===== src/rtl/rq_pkt_arbiter.sv =====
// Packet-atomic round-robin arbiter merging the read and write
// RQ request streams into one registered AXIS output.
module rq_pkt_arbiter #(
  parameter int DATA_W = 256,
  parameter int KEEP_W = 8,
  parameter int USER_W = 60,
  parameter int CNT_W  = 16
) (
  input  logic              dma_clk,
  input  logic              dma_rst_n,
  input  logic              ch0_axis_rq_tvalid,
  input  logic              ch0_axis_rq_tlast,
  input  logic [DATA_W-1:0] ch0_axis_rq_tdata,
  input  logic [USER_W-1:0] ch0_axis_rq_tuser,
  input  logic [KEEP_W-1:0] ch0_axis_rq_tkeep,
  output logic              ch0_axis_rq_tready,
  input  logic              ch1_axis_rq_tvalid,
  input  logic              ch1_axis_rq_tlast,
  input  logic [DATA_W-1:0] ch1_axis_rq_tdata,
  input  logic [USER_W-1:0] ch1_axis_rq_tuser,
  input  logic [KEEP_W-1:0] ch1_axis_rq_tkeep,
  output logic              ch1_axis_rq_tready,
  output logic              dma_axis_rq_tvalid,
  output logic              dma_axis_rq_tlast,
  output logic [DATA_W-1:0] dma_axis_rq_tdata,
  output logic [USER_W-1:0] dma_axis_rq_tuser,
  output logic [KEEP_W-1:0] dma_axis_rq_tkeep,
  input  logic              dma_axis_rq_tready,
  output logic [CNT_W-1:0]  ch0_pkt_cnt,
  output logic [CNT_W-1:0]  ch1_pkt_cnt
);

  typedef enum logic [1:0] {
    IDLE,
    GNT0,
    GNT1
  } state_t;

  state_t state_q, state_d;
  logic   last_gnt_q, last_gnt_d;

  logic              vld_q, vld_d;
  logic              last_q, last_d;
  logic [DATA_W-1:0] data_q, data_d;
  logic [USER_W-1:0] user_q, user_d;
  logic [KEEP_W-1:0] keep_q, keep_d;
  logic [CNT_W-1:0]  cnt0_q, cnt1_q;

  logic out_free;
  logic rdy0, rdy1;
  logic acc0, acc1;
  logic end0, end1;

  assign out_free = !vld_q | dma_axis_rq_tready;
  assign rdy0     = (state_q == GNT0) & out_free;
  assign rdy1     = (state_q == GNT1) & out_free;
  assign acc0     = ch0_axis_rq_tvalid & rdy0;
  assign acc1     = ch1_axis_rq_tvalid & rdy1;
  assign end0     = acc0 & ch0_axis_rq_tlast;
  assign end1     = acc1 & ch1_axis_rq_tlast;

  always_comb begin
    state_d    = state_q;
    last_gnt_d = last_gnt_q;
    unique case (state_q)
      IDLE: begin
        if (ch0_axis_rq_tvalid & ch1_axis_rq_tvalid)
          state_d = last_gnt_q ? GNT0 : GNT1;
        else if (ch0_axis_rq_tvalid)
          state_d = GNT0;
        else if (ch1_axis_rq_tvalid)
          state_d = GNT1;
      end
      GNT0: begin
        if (end0) begin
          last_gnt_d = 1'b0;
          if (ch1_axis_rq_tvalid)
            state_d = GNT1;
          else if (ch0_axis_rq_tvalid)
            state_d = GNT0;
          else
            state_d = IDLE;
        end
      end
      GNT1: begin
        if (end1) begin
          last_gnt_d = 1'b1;
          if (ch0_axis_rq_tvalid)
            state_d = GNT0;
          else if (ch1_axis_rq_tvalid)
            state_d = GNT1;
          else
            state_d = IDLE;
        end
      end
      default: state_d = IDLE;
    endcase
  end

  // Single-entry output stage; cleared to zero when drained
  always_comb begin
    vld_d  = vld_q;
    last_d = last_q;
    data_d = data_q;
    user_d = user_q;
    keep_d = keep_q;
    if (acc0) begin
      vld_d  = 1'b1;
      last_d = ch0_axis_rq_tlast;
      data_d = ch0_axis_rq_tdata;
      user_d = ch0_axis_rq_tuser;
      keep_d = ch0_axis_rq_tkeep;
    end else if (acc1) begin
      vld_d  = 1'b1;
      last_d = ch1_axis_rq_tlast;
      data_d = ch1_axis_rq_tdata;
      user_d = ch1_axis_rq_tuser;
      keep_d = ch1_axis_rq_tkeep;
    end else if (dma_axis_rq_tready) begin
      vld_d  = 1'b0;
      last_d = 1'b0;
      data_d = '0;
      user_d = '0;
      keep_d = '0;
    end
  end

  always_ff @(posedge dma_clk or negedge dma_rst_n) begin
    if (!dma_rst_n) begin
      state_q    <= IDLE;
      last_gnt_q <= 1'b1;
      vld_q      <= 1'b0;
      last_q     <= 1'b0;
      data_q     <= '0;
      user_q     <= '0;
      keep_q     <= '0;
      cnt0_q     <= '0;
      cnt1_q     <= '0;
    end else begin
      state_q    <= state_d;
      last_gnt_q <= last_gnt_d;
      vld_q      <= vld_d;
      last_q     <= last_d;
      data_q     <= data_d;
      user_q     <= user_d;
      keep_q     <= keep_d;
      if (end0)
        cnt0_q <= cnt0_q + 1'b1;
      if (end1)
        cnt1_q <= cnt1_q + 1'b1;
    end
  end

  assign ch0_axis_rq_tready = rdy0;
  assign ch1_axis_rq_tready = rdy1;
  assign dma_axis_rq_tvalid = vld_q;
  assign dma_axis_rq_tlast  = last_q;
  assign dma_axis_rq_tdata  = data_q;
  assign dma_axis_rq_tuser  = user_q;
  assign dma_axis_rq_tkeep  = keep_q;
  assign ch0_pkt_cnt        = cnt0_q;
  assign ch1_pkt_cnt        = cnt1_q;

endmodule

===== config.mk =====
export PLATFORM = sky130hd
export DESIGN_NAME = rq_pkt_arbiter
export DESIGN_NICKNAME = d
export VERILOG_FILES = /design/src/rtl/rq_pkt_arbiter.sv
export SDC_FILE = /design/constraint.sdc
export NUM_CORES = 1
export LEC_CHECK = 0
export ABC_CLOCK_PERIOD_IN_PS = 4100
export BUFFER_PORTS_ARGS = -buffer_cell sky130_fd_sc_hd__buf_2
export CORE_AREA = 8 8 391 393
export DETAILED_ROUTE_END_ITERATION = 7
export DIE_AREA = 0 0 399 401
export PLACE_DENSITY_LB_ADDON = 0.1
export SLEW_MARGIN = 20
export SYNTH_ARGS = -nofsm -noshare
export SYNTH_HDL_FRONTEND = slang
export SYNTH_SLANG_ARGS = --single-unit

===== constraint.sdc =====
create_clock -name dma_clk -period 4.1 [get_ports dma_clk]
set_input_delay 0.41 -clock dma_clk [delete_from_list [all_inputs] [get_ports dma_clk]]
set_output_delay 0.41 -clock dma_clk [all_outputs]
set_load 0.005 [all_outputs]

# ---- Word-level counts from Yosys, hierarchy flattened
# Cells that the tools add are included.
dict set report totals {
  regBits 361
  in_bits 655
  output_inout_bits 360
}
dict set report classes {
  add_sub_neg 2
  n_eq_ne 5
  mux 28
  bitwise_logic 8
  reduce_logical 6
}
# cell n
set op_table {}
lappend op_table {{256-bit two-way mux} 3}
lappend op_table {{60-bit two-way mux} 3}
lappend op_table {{16-bit by 1-bit adder with 16-bit output, second input constant} 2}
lappend op_table {{8-bit two-way mux} 3}
lappend op_table {{2-bit two-way mux} 9}
lappend op_table {{1-bit two-way mux} 8}
lappend op_table {{1-bit bitwise AND} 7}
lappend op_table {{2-bit case mux with 3 select lines} 1}
lappend op_table {{3-bit AND reduction} 2}
lappend op_table {{2-bit inequality test, second input constant} 2}
lappend op_table {{4-bit inequality test, second input constant} 1}
lappend op_table {{3-bit nonzero test} 1}
lappend op_table {{2-bit by 1-bit == test with 1-bit output, second input constant} 1}
lappend op_table {{2-bit == test, second input constant} 1}
lappend op_table {{2-bit logical NOT} 1}
lappend op_table {{1-bit case mux with 2 select lines} 1}
lappend op_table {{2-bit nonzero test} 1}
lappend op_table {{1-bit logical NOT} 1}
lappend op_table {{1-bit bitwise OR} 1}

# ---- Logic depth before layout (Yosys ltp)
# Gate-level depths: netlist of run 1.
dict set report depth {
  ltp_word 7
  ltp_mapped 8
  depth_no_buf 5
}

# ---- Worst setup path before layout of run 1
# Ideal clock, no wire load.
dict set report synth_path {
  kind {register to register}
  startpoint {reg state_q[1]}
  endpoint {reg data_q[203] (netlist: dma_axis_rq_tdata[203])}
  setup_time_ps 120
  t_arrival_ps 1623
  t_required_ps 3980
  setup_slack_ps 2357
  path_stages_with_launch 9
  path_buffers 4
  synth_period_minus_slack_ps 1743
  path_cell_list {dfrtp_1 and3b_1 buf_2 buf_4 buf_6 buf_4 mux2i_1 nor2_1 a31o_1}
}
dict set report synth_between {
  elab_chain_cells 5
  word_cells_on_any_way 9
  cone_classes {eq/ne: 2; mux: 2; bitwise: 4; reduce/logical: 1}
}
# element line_no
set synth_rtl {}
lappend synth_rtl {{start: declaration} 39} ;# state_t state_q, state_d;
lappend synth_rtl {{start signal: assignment} 140} ;# state_q <= state_d;
lappend synth_rtl {{2-bit == test} 56} ;# assign rdy1 = (state_q == GNT1) & out_free;
lappend synth_rtl {{1-bit bitwise AND} 56}
lappend synth_rtl {{1-bit bitwise AND} 58} ;# assign acc1 = ch1_axis_rq_tvalid & rdy1;
lappend synth_rtl {{256-bit two-way mux} 113} ;# end else if (acc1) begin
lappend synth_rtl {{256-bit two-way mux} 107} ;# if (acc0) begin
lappend synth_rtl {{end signal: assignment} 144} ;# data_q <= data_d;
lappend synth_rtl {{end: declaration} 44} ;# logic [DATA_W-1:0] data_q, data_d;
# Parallel ways exist; a longest one is shown, timed or not.
# A chain may end at the register's enable or synchronous reset.

# ---- Worst setup path in the final report of run 1
dict set report layout_path {
  startpoint {reg state_q[1]}
  endpoint {reg data_q[22] (netlist: dma_axis_rq_tdata[22])}
}
# The elaborated chain is that of the path after synthesis.

==> results of run 1 <==
-- worst max-delay path, stage by stage, from the launching register on --
cell	delay [ns]
dfrtp_1	0.45
and3b_4	0.73
buf_12	0.43
mux2i_1	0.46
nor2_1	0.07
a31o_2	0.23
-- cell usage after synthesis --
cell type | instances | share of area, %
nand4_2 | 1 | 0.070
o21ai_0 | 4 | 0.11
nand2_1 | 16 | 0.34
mux2_2 | 1 | 0.063
nor4_1 | 2 | 0.070
nor3_1 | 8 | 0.22
nor3_2 | 1 | 0.056
inv_1 | 1 | 0.021
o21ai_1 | 1 | 0.028
a31oi_1 | 1 | 0.035
and4_1 | 2 | 0.098
ha_1 | 2 | 0.14
mux2i_1 | 324 | 18
nor2_1 | 332 | 7.0
buf_6 | 1 | 0.063
a21o_1 | 1 | 0.042
or3_1 | 1 | 0.035
nand3b_1 | 1 | 0.042
nor2b_1 | 2 | 0.070
dfrtp_1 | 360 | 50
xor2_1 | 13 | 0.64
dfstp_2 | 1 | 0.15
nand4_1 | 9 | 0.32
inv_2 | 1 | 0.021
xnor2_1 | 17 | 0.83
a31o_1 | 185 | 9.1
buf_2 | 100 | 2.8
or3b_2 | 1 | 0.049
and3b_1 | 2 | 0.098
clkbuf_1 | 37 | 0.78
nand3_4 | 1 | 0.098
and3_1 | 6 | 0.21
a311o_1 | 1 | 0.056
nor3b_1 | 1 | 0.042
a41oi_1 | 1 | 0.049
nand2b_1 | 2 | 0.070
nor4_2 | 2 | 0.14
a31o_2 | 139 | 6.8
buf_4 | 7 | 0.29
nand3_1 | 10 | 0.28
-- cell usage in the layout, fill, tap and decap left out, drive strengths merged, types with 5 or more instances in the layout --
cell type	netlist	final
xnor2	17	17
clkbuf	37	74
nor3	9	9
xor2	13	13
dfrtp	360	360
buf	108	1062
and3	6	6
nand2	16	16
nand4	10	10
nand3	11	11
mux2i	324	324
nor2	332	332
o21ai	5	5
a31o	324	324
diode	0	6
clkinv	0	8
-- final timing paths --
kind	cells past startpoint	endpoint	start
hold reg to reg	1	ch1_pkt_cnt[15]$_DFFE_PN0P_	ch1_pkt_cnt[15]$_DFFE_PN0P_
min in group asynchronous	2	dma_axis_rq_tdata[211]$_DFFE_PN0P_	dma_rst_n
setup reg to reg	5	dma_axis_rq_tdata[22]$_DFFE_PN0P_	state_q[1]$_DFFE_PN0P_
hold / removal	3	state_q[0]$_DFFE_PN0P_	ch0_axis_rq_tvalid
max in group asynchronous	3	ch0_pkt_cnt[14]$_DFFE_PN0P_	dma_rst_n
setup / recovery	5	dma_axis_rq_tdata[22]$_DFFE_PN0P_	state_q[1]$_DFFE_PN0P_
-- registers in the layout, indices dropped and copies added, names as in the netlist --
name / cells
ch0_pkt_cnt: 16
ch1_pkt_cnt: 16
dma_axis_rq_tdata: 256
dma_axis_rq_tkeep: 8
dma_axis_rq_tlast: 1
dma_axis_rq_tuser: 60
dma_axis_rq_tvalid: 1
last_gnt_q: 1
state_q: 2
-- power breakdown --
part / total (mW) / switching [mW] / internal (mW)
Combinational: 6.83 / 3.72 / 3.11
Clock: 4.54 / 1.78 / 2.76
Sequential: 5.77 / 0.837 / 4.93
Total: 17.1 / 6.34 / 10.8
-- metrics by stage --
step | util (%) | hold WS, ns
4_1_cts | 18.35 | 0.04432
3_3_place_gp | 17.18 | 0.4663
2_1_floorplan | - | 0.1144
6_report | 18.36 | 0.1336
5_1_grt | 18.35 | 0.08592
3_5_place_dp | 17.18 | 0.4639
-- kinds of logic (layout without fill, tap and decap cells) --
family / after synthesis / in the layout / share of synthesized area (%)
other: 0 / 6 / 0
AND/OR/NAND/NOR: 400 / 400 / 9.292
AO/OA/AOI/OAI: 333 / 333 / 16.23
flip-flops: 361 / 361 / 50.64
XOR/XNOR: 30 / 30 / 1.473
multiplexers: 325 / 325 / 18.24
buffers and inverters: 147 / 1155 / 3.983
adder cells (fa/ha/maj): 2 / 2 / 0.1402
-- metal layers --
metal | GRT usage [%] | vias to the layer above
met5 | 0 | -
met4 | 3.028 | 24
met3 | 4.059 | 132
met2 | 19.29 | 659
met1 | 12.13 | 7871
li1 | - | 7755
-- area by class of cell --
type                    instances  area [sq um]  share of cell area [%]
repair buffers               1063          5643                   20.94
diodes                          6         15.01                 0.05573
inverters                       2         15.01                 0.05573
flip-flops and latches        361          9035                   33.53
clock buffers                  74          1493                   5.540
multi-input cells            1090          8123                   30.15
well taps                    1930          2415                   8.963
clock inverters                16         203.9                  0.7570
-- timing repair --
action	4_1_cts	5_1_grt
hold buffers	1	0
endpoints found under the hold margin	67	0
setup buffers	0	0
==> results.json, run 1 <==
{
  "grt_pass1_vias": 18410,
  "detailroute.wirelength.met2_um": 45670,
  "initial_util_pct": 12.15,
  "grt-ovfl-total": 0,
  "die-height_um": 401,
  "dpl_worst_slack_ns": 1.280,
  "critPathRequiredTime_ns": 4.60,
  "grt_antenna_before_repair": 25,
  "nNetsFinal": 3226,
  "layout.cells.non_filler": 4542,
  "syn-num-nets": 2255,
  "die-width_um": 399,
  "clkSlewWorstSetupHoldPaths_ns": 0.06,
  "final_critical_path_setup_slack_ns": 1.325,
  "cts-htree-levels": 2,
  "cellPowerDensity_mw_per_mm2": 636.1,
  "place_area_sq_mm": 0.02522,
  "timing.hold.worst.class": "input pin to register",
  "clock_tree_from_tritoncts": "yes",
  "reg2reg_setup_slack_ns": 1.33,
  "outcome": "finished, final reports clean",
  "final.min_clock_period_ns": 2.775,
  "core-area_sq_mm": 0.1468,
  "timing.final.max_slew_violations": 0,
  "cts_buffer_depth": 3,
  "fin_tns_setup_ns": 0,
  "clock_latency_ns": 0.61,
  "placementRows": 141,
  "fin_skew_ns": 0.01079,
  "syn-instance-count": 1598,
  "grt_pass1_wl_um": 130000,
  "finalHoldViolCount": 0,
  "yosys_register_bits": 361,
  "antenna_violating_nets_remaining": 0,
  "finalPower_mw": 17.14,
  "drv_cap": 0,
  "timing.setup.critical_path_class": "register to register",
  "gp_routability_congestion": 0.8125,
  "netlist-cell-type-count": 40,
  "detail_route.first_pass.iterations": 4,
  "post_synth.cell_area_avg_sq_um": 11.16,
  "post-route-drc-count": 0,
  "wl_per_cell_um": 20.35,
  "worst-endpoint-arrival_ns": 3.27,
  "critPathCaptureType": "register",
  "nFillCells": 16440,
  "static_power_due_to_leakage_nw": 13.08,
  "final_cell_area_sq_mm": 0.02694,
  "layout-area-overhead-vs-synth_pct": 51.01,
  "port_buffers": 1014,
  "routed_wl_um": 92410,
  "worstSetupStartpointType": "register",
  "post_cts_resized": 0,
  "synth.cell_area_sq_mm": 0.01784,
  "dr_wl_met3_um": 8245,
  "upper_clock_frequency_limit_mhz": 360.4,
  "clock_sink_count": 361,
  "max-vdd-ir-drop_mv": 0.2392,
  "met1Wirelength_um": 35780,
  "setup_repair_after_global_routing_missed_its_margin": "no",
  "dp_cells": 4445,
  "io-pin-count": 1015,
  "route.detailed.vias_per_inst": 3.620,
  "die_area_sq_mm": 0.1600,
  "worst_pin_slew_ns": 1.041,
  "worst_slew_margin_rel_pct": 30.62,
  "grt.total_usage_pct": 10.88,
  "finalSetupViolCount": 0,
  "clk_root_buffer_cell": "clkbuf_16",
  "yosysWarningCount": 0,
  "dr_total_vias": 16440,
  "layout_worst_path_cycle_share_pct": 67.68,
  "topRoutingLayerUsed": "met5",
  "largest_fanout_on_the_critical_path": 89,
  "cts_buf_count": 51,
  "grt_start_max_net_pins": 150,
  "drt_iter0_drc": 683,
  "place_hpwl_um": 73630,
  "share_of_the_yosys_chip_area_belonging_to_registers_pct": 50.64,
  "post_route_cells_drive_above_1_share_pct": 49.62
}
Note: power is estimated with default switching activity, not from simulation.
==> run 2, diff against run 1 <==
--- a/config.mk
+++ b/config.mk
@@ -5,7 +5,7 @@
 export SDC_FILE = /design/constraint.sdc
 export NUM_CORES = 1
 export LEC_CHECK = 0
-export ABC_CLOCK_PERIOD_IN_PS = 4100
+export ABC_CLOCK_PERIOD_IN_PS = 2660
 export BUFFER_PORTS_ARGS = -buffer_cell sky130_fd_sc_hd__buf_2
 export CORE_AREA = 8 8 391 393
 export DETAILED_ROUTE_END_ITERATION = 7
==> constraint.sdc (replaced) <==
create_clock -name dma_clk -period 2.66 [get_ports dma_clk]
set_input_delay 0.266 -clock dma_clk [delete_from_list [all_inputs] [get_ports dma_clk]]
set_output_delay 0.266 -clock dma_clk [all_outputs]
set_load 0.005 [all_outputs]
==> run 2 against run 1 <==
Core utilization grew 3.9 points. Largest power group unchanged. Non-clock buffer count is 562 higher. Sequential power up 53%. Critical path type unchanged. Wire length grew 6.5%. Final area rose by 21%. Sequential cell count did not move.
==> results.json, run 2 (same netlist as run 1, synthesis figures left out) <==
{
  "outcome": "finished, final reports clean",
  "nNetsFinal": 3788,
  "port_buffers": 1014,
  "die-height_um": 401,
  "timing.setup.critical_path_class": "register to register",
  "final_cell_area_sq_mm": 0.03264,
  "fin_skew_ns": 0.01887,
  "placementRows": 141,
  "register_area_sq_mm": 0.009035,
  "upper_clock_frequency_limit_mhz": 397.1,
  "postLayoutCoreUtil_pct": 22.24,
  "cellPowerDensity_mw_per_mm2": 852.2,
  "dr_total_vias": 18740,
  "critical_register_to_register_path_endpoint": "dma_axis_rq_tdata[250]$_DFFE_PN0P_",
  "drt_iter0_drc": 717,
  "finalSetupViolCount": 0,
  "nFillCells": 15970,
  "final.min_clock_period_ns": 2.518,
  "timing.hold.ws_ns": 0.04981,
  "clock_sink_count": 361,
  "clock_tree_from_tritoncts": "yes",
  "critical_hold_path_startpoint": "ch0_axis_rq_tdata[126]",
  "fin_tns_setup_ns": 0,
  "critPathCaptureType": "register",
  "layout.cells.non_filler": 5102,
  "reg2reg_from": "state_q[0]$_DFFE_PN0P_",
  "multiInputGateArea_sq_mm": 0.008110,
  "place_hpwl_um": 75010,
  "grt_pass1_vias": 21260,
  "clock_latency_ns": 0.61,
  "critPathRequiredTime_ns": 3.16,
  "finalHoldViolCount": 0,
  "worst-endpoint-arrival_ns": 3.02,
  "worst_pin_slew_ns": 0.7163,
  "reg2reg_setup_slack_ns": 0.14,
  "cts_buffer_depth": 3,
  "place_area_sq_mm": 0.02557,
  "final_critical_path_setup_slack_ns": 0.1415,
  "post-route-drc-count": 0,
  "holdPathStages": 4,
  "detail_route.first_pass.iterations": 4,
  "layout-area-overhead-vs-synth_pct": 82.97,
  "io-pin-count": 1015,
  "reg2regPathDepth": 7,
  "grt.total_usage_pct": 11.42,
  "max-vdd-ir-drop_mv": 0.4067,
  "layout_commonest_cell": "buf_2",
  "core-area_sq_mm": 0.1468,
  "gp_routability_congestion": 0.8159,
  "layout_common_cells": "buf_2 (1013), dlygate4sd3_1 (524), dfrtp_1 (360), nor2_1 (332), mux2i_1 (324)",
  "setup_repair_after_global_routing_missed_its_margin": "no",
  "grt_start_max_net_pins": 86,
  "largest_fanout_on_the_critical_path": 29,
  "post_route_cells_drive_above_1_share_pct": 42.09,
  "static_power_due_to_leakage_nw": 15.53,
  "cts-htree-levels": 2,
  "timing.final.max_slew_violations": 0,
  "antenna_violating_nets_remaining": 0,
  "grt_antenna_before_repair": 14,
  "routed_wl_um": 98440,
  "die_area_sq_mm": 0.1600,
  "cts_buf_count": 51,
  "grt_pass1_wl_um": 139600,
  "layout_worst_path_cycle_share_pct": 94.68,
  "dpl_worst_slack_ns": 0.3054,
  "worstSetupStartpointType": "register",
  "worst_slew_margin_rel_pct": 52.25,
  "grt-ovfl-total": 0,
  "route.detailed.vias_per_inst": 3.674,
  "timing.hold.worst.class": "input pin to register",
  "clkSlewWorstSetupHoldPaths_ns": 0.06,
  "largest_register_ff_count": 256,
  "dp_cells": 4478,
  "hold_path_end": "dma_axis_rq_tdata[126]$_DFFE_PN0P_",
  "drv_cap": 0,
  "finalPower_mw": 27.82,
  "wl_per_cell_um": 19.29,
  "clk_root_buffer_cell": "clkbuf_16",
  "initial_util_pct": 12.15,
  "die-width_um": 399
}
-- run 2: metal layers --
layer / wire (um) / track usage (%)
met1: 38100 / 12.67
met2: 48570 / 20.33
met3: 8490 / 3.990
met4: 3198 / 3.632
met5: 81 / 0
-- run 2: report_power, final --
part           switching (mW)  total [mW]  leakage [nW]  internal [mW]
clock network            2.75        6.85         0.822           4.10
logic                    6.15        12.1          9.89           5.99
registers                1.22        8.82          4.82           7.60
-- run 2: critical path: stages (launching register included) --
cell and delay, ns:
dfrtp_1 0.46, and3b_4 0.31, buf_16 0.24, buf_12 0.26, mux2i_1 0.22, dlygate4sd3_1 0.58
nor2_1 0.05, a31o_2 0.22
-- run 2: what timing repair did --
| action | 4_1_cts | 5_1_grt |
|---|---|---|
| resized for setup | 0 | 4 |
| hold buffers | 524 | 0 |
| buffers inserted | 0 | 2 |
| hold endpoints to repair | 327 | 0 |
| setup endpoints to repair | 0 | 77 |
-- run 2: how the worst max path moves through the flow --
stage | start | endpoint | cells past startpoint
final | state_q[0]$_DFFE_PN0P_ | dma_axis_rq_tdata[250]$_DFFE_PN0P_ | 7
after global routing | state_q[0]$_DFFE_PN0P_ | dma_axis_rq_tuser[19]$_DFFE_PN0P_ | 7
after CTS | state_q[0]$_DFFE_PN0P_ | dma_axis_rq_tdata[105]$_DFFE_PN0P_ | 7
after detailed placement | state_q[0]$_DFFE_PN0P_ | dma_axis_rq_tdata[54]$_DFFE_PN0P_ | 7
after global placement | state_q[1]$_DFFE_PN0P_ | dma_axis_rq_tdata[50]$_DFFE_PN0P_ | 7
after floorplan | state_q[1]$_DFFE_PN0P_ | dma_axis_rq_tdata[203]$_DFFE_PN0P_ | 8
-- run 2: area by class of cell --
cell class                 instances  area share, %
multi-input combinational       1090          24.84
sequential                       361          27.68
clock inverter                    14         0.3833
timing repair buffer            1625          34.87
antenna                            5        0.03833
clock buffer                      75          4.741
tap                             1930          7.397
inverter                           2        0.04599
==> run 3, diff against run 2 <==
--- a/config.mk
+++ b/config.mk
@@ -11,6 +11,7 @@
 export DETAILED_ROUTE_END_ITERATION = 7
 export DIE_AREA = 0 0 399 401
 export PLACE_DENSITY_LB_ADDON = 0.1
+export REMOVE_ABC_BUFFERS = 1
 export SLEW_MARGIN = 20
 export SYNTH_ARGS = -nofsm -noshare
 export SYNTH_HDL_FRONTEND = slang
==> run 3 against run 2 <==
Clock power is 2% higher. Global-route usage is essentially flat. Maximum frequency shrank 1.5%. Combinational power barely moved. Largest power group unchanged. Wire length fell by 0.47%. Final area fell by 1.5%. Via count shrank 1.3%. Non-clock buffer count down 41.
==> results.json, run 3 (same netlist as run 1, synthesis figures left out) <==
{
  "outcome": "finished, final reports clean",
  "register_area_sq_mm": 0.009035,
  "die-height_um": 401,
  "hold_path_end": "dma_axis_rq_tuser[15]$_DFFE_PN0P_",
  "critPathRequiredTime_ns": 3.15,
  "finalHoldViolCount": 0,
  "route.detailed.vias_per_inst": 3.657,
  "cts_buffer_depth": 3,
  "worstSetupStartpointType": "register",
  "initial_util_pct": 12.15,
  "gp_routability_congestion": 0.8453,
  "largest_register_ff_count": 256,
  "drv_cap": 0,
  "multiInputGateArea_sq_mm": 0.008110,
  "reg2reg_from": "state_q[1]$_DFFE_PN0P_",
  "layout-area-overhead-vs-synth_pct": 80.25,
  "nFillCells": 16070,
  "critical_register_to_register_path_endpoint": "dma_axis_rq_tkeep[0]$_DFFE_PN0P_",
  "timing.hold.worst.class": "input pin to register",
  "timing.critical_path.slowest_cell_delay_ns": 0.57,
  "path_depth": 7,
  "worst_pin_slew_ns": 0.8155,
  "post-route-drc-count": 0,
  "clk_root_buffer_cell": "clkbuf_16",
  "nNetsFinal": 3747,
  "dr_total_vias": 18510,
  "die_area_sq_mm": 0.1600,
  "placementRows": 141,
  "timing.setup.critical_path_class": "register to register",
  "layout_commonest_cell": "buf_2",
  "fin_skew_ns": 0.01886,
  "critical_hold_path_startpoint": "ch0_axis_rq_tuser[15]",
  "crit_slowest_cell": "dlygate4sd3_1",
  "postLayoutCoreUtil_pct": 21.91,
  "die-width_um": 399,
  "cellPowerDensity_mw_per_mm2": 860.1,
  "upper_clock_frequency_limit_mhz": 391.3,
  "grt_pass1_vias": 20870,
  "clkSlewWorstSetupHoldPaths_ns": 0.06,
  "grt_antenna_before_repair": 13,
  "antenna_violating_nets_remaining": 0,
  "timing.final.max_slew_violations": 0,
  "wl_per_cell_um": 19.36,
  "grt_pass1_wl_um": 138100,
  "clock_sink_count": 361,
  "critPathCaptureType": "register",
  "fin_tns_setup_ns": 0,
  "place_hpwl_um": 74980,
  "max-vdd-ir-drop_mv": 0.3988,
  "cts_buf_count": 51,
  "grt_start_max_net_pins": 70,
  "grt.total_usage_pct": 11.40,
  "clock_latency_ns": 0.60,
  "detail_route.first_pass.iterations": 4,
  "grt-ovfl-total": 0,
  "drt_iter0_drc": 770,
  "worst_slew_margin_rel_pct": 45.13,
  "core-area_sq_mm": 0.1468,
  "critical_path.top_delay_family": "buffers and inverters",
  "setup_repair_after_global_routing_missed_its_margin": "no",
  "reg2regPathDepth": 7,
  "reg2reg_setup_slack_ns": 0.10,
  "largest_fanout_on_the_critical_path": 23,
  "holdPathStages": 4,
  "routed_wl_um": 97980,
  "buffers_inverters_on_critical_path": 3,
  "layout_common_cells": "buf_2 (1013), dlygate4sd3_1 (466), dfrtp_1 (360), nor2_1 (332), mux2i_1 (324)",
  "clock_tree_from_tritoncts": "yes",
  "io-pin-count": 1015,
  "cts-htree-levels": 2,
  "cp_cell_sequence": "and3b_4, buf_16, buf_4, mux2i_1, dlygate4sd3_1, nor2_1, a31o_2",
  "port_buffers": 1014,
  "finalSetupViolCount": 0,
  "static_power_due_to_leakage_nw": 15.35,
  "worst-endpoint-arrival_ns": 3.05,
  "post_route_cells_drive_above_1_share_pct": 42.98,
  "final.min_clock_period_ns": 2.556,
  "layout_worst_path_cycle_share_pct": 96.08
}
-- run 3: cell types whose count changed in the layout (fill, tap and decap cells not counted), sizes merged --
| cell | delta |
|---|---|
| clkinv | -3 |
| clkinvlp | -1 |
| inv | -2 |
| dlygate4sd3 | -58 |
| buf | +19 |
| bufinv | +3 |
| diode | +1 |
-- run 3: tightest hold or removal path, delay by kind of cell --
family | cells | cell delay, ns
mux | 1 | 0.08
buf+inv | 1 | 0.08
simple gates | 1 | 0.10
compound gates | 1 | 0.10
-- run 3: power by group --
group	leakage [nW]	switching [mW]	total, mW	internal, mW
registers	4.82	1.26	8.86	7.60
clock network	0.824	2.66	6.96	4.30
logic	9.71	6.16	11.8	5.68
-- run 3: how the worst max path moves through the flow --
stage                           start                                  to  slack, ns
6_report       state_q[1]$_DFFE_PN0P_    dma_axis_rq_tkeep[0]$_DFFE_PN0P_       0.10
4_1_cts        state_q[1]$_DFFE_PN0P_  dma_axis_rq_tdata[235]$_DFFE_PN0P_       0.04
3_3_place_gp   state_q[1]$_DFFE_PN0P_   dma_axis_rq_tuser[13]$_DFFE_PN0P_       0.37
2_1_floorplan  state_q[1]$_DFFE_PN0P_    dma_axis_rq_tdata[0]$_DFFE_PN0P_     -58.77
5_1_grt        state_q[1]$_DFFE_PN0P_  dma_axis_rq_tdata[243]$_DFFE_PN0P_       0.02
3_5_place_dp   state_q[1]$_DFFE_PN0P_   dma_axis_rq_tuser[13]$_DFFE_PN0P_       0.38
-- run 3: timing repair --
| item | CTS | global route |
|---|---|---|
| hold endpoints to repair | 303 | 0 |
| hold buffers | 466 | 0 |
| endpoints found under the setup margin | 0 | 43 |
| buffers inserted | 0 | 2 |
| gates resized for setup | 0 | 9 |
-- run 3: final cells by class --
class / instances / area share (%)
timing repair buffer: 1584 / 33.84
sequential: 361 / 28.10
multi-input combinational: 1090 / 25.22
tap: 1930 / 7.509
clock buffer: 77 / 4.747
clock inverter: 11 / 0.4980
inverter: 2 / 0.04669
antenna: 6 / 0.04669
-- run 3: metrics by stage --
stage	setup WS, ns	hold WS, ns	std cells	total power, mW	instance area (sq um)
2_1_floorplan	-58.77	-0.02959	1453	12.28	17140
3_3_place_gp	0.3689	0.3416	4497	20.34	25690
3_5_place_dp	0.3821	0.3479	4497	20.31	25690
4_1_cts	0.03534	0.0002463	5051	28.36	32040
5_1_grt	0.01667	0.02965	5057	29.65	32150
6_report	0.1043	0.05632	5061	27.66	32160
-- run 3: metal layers --
metal  track usage (%)  up-vias  share of wire, %  routed length (um)
met1             12.33     8884                38               37450
li1                  -     8798                 -                   -
met4             4.412        8               4.0                3884
met5                 0        -             0.049                  48
met2             20.45      656                50               48780
met3             3.787      160               8.0                7819
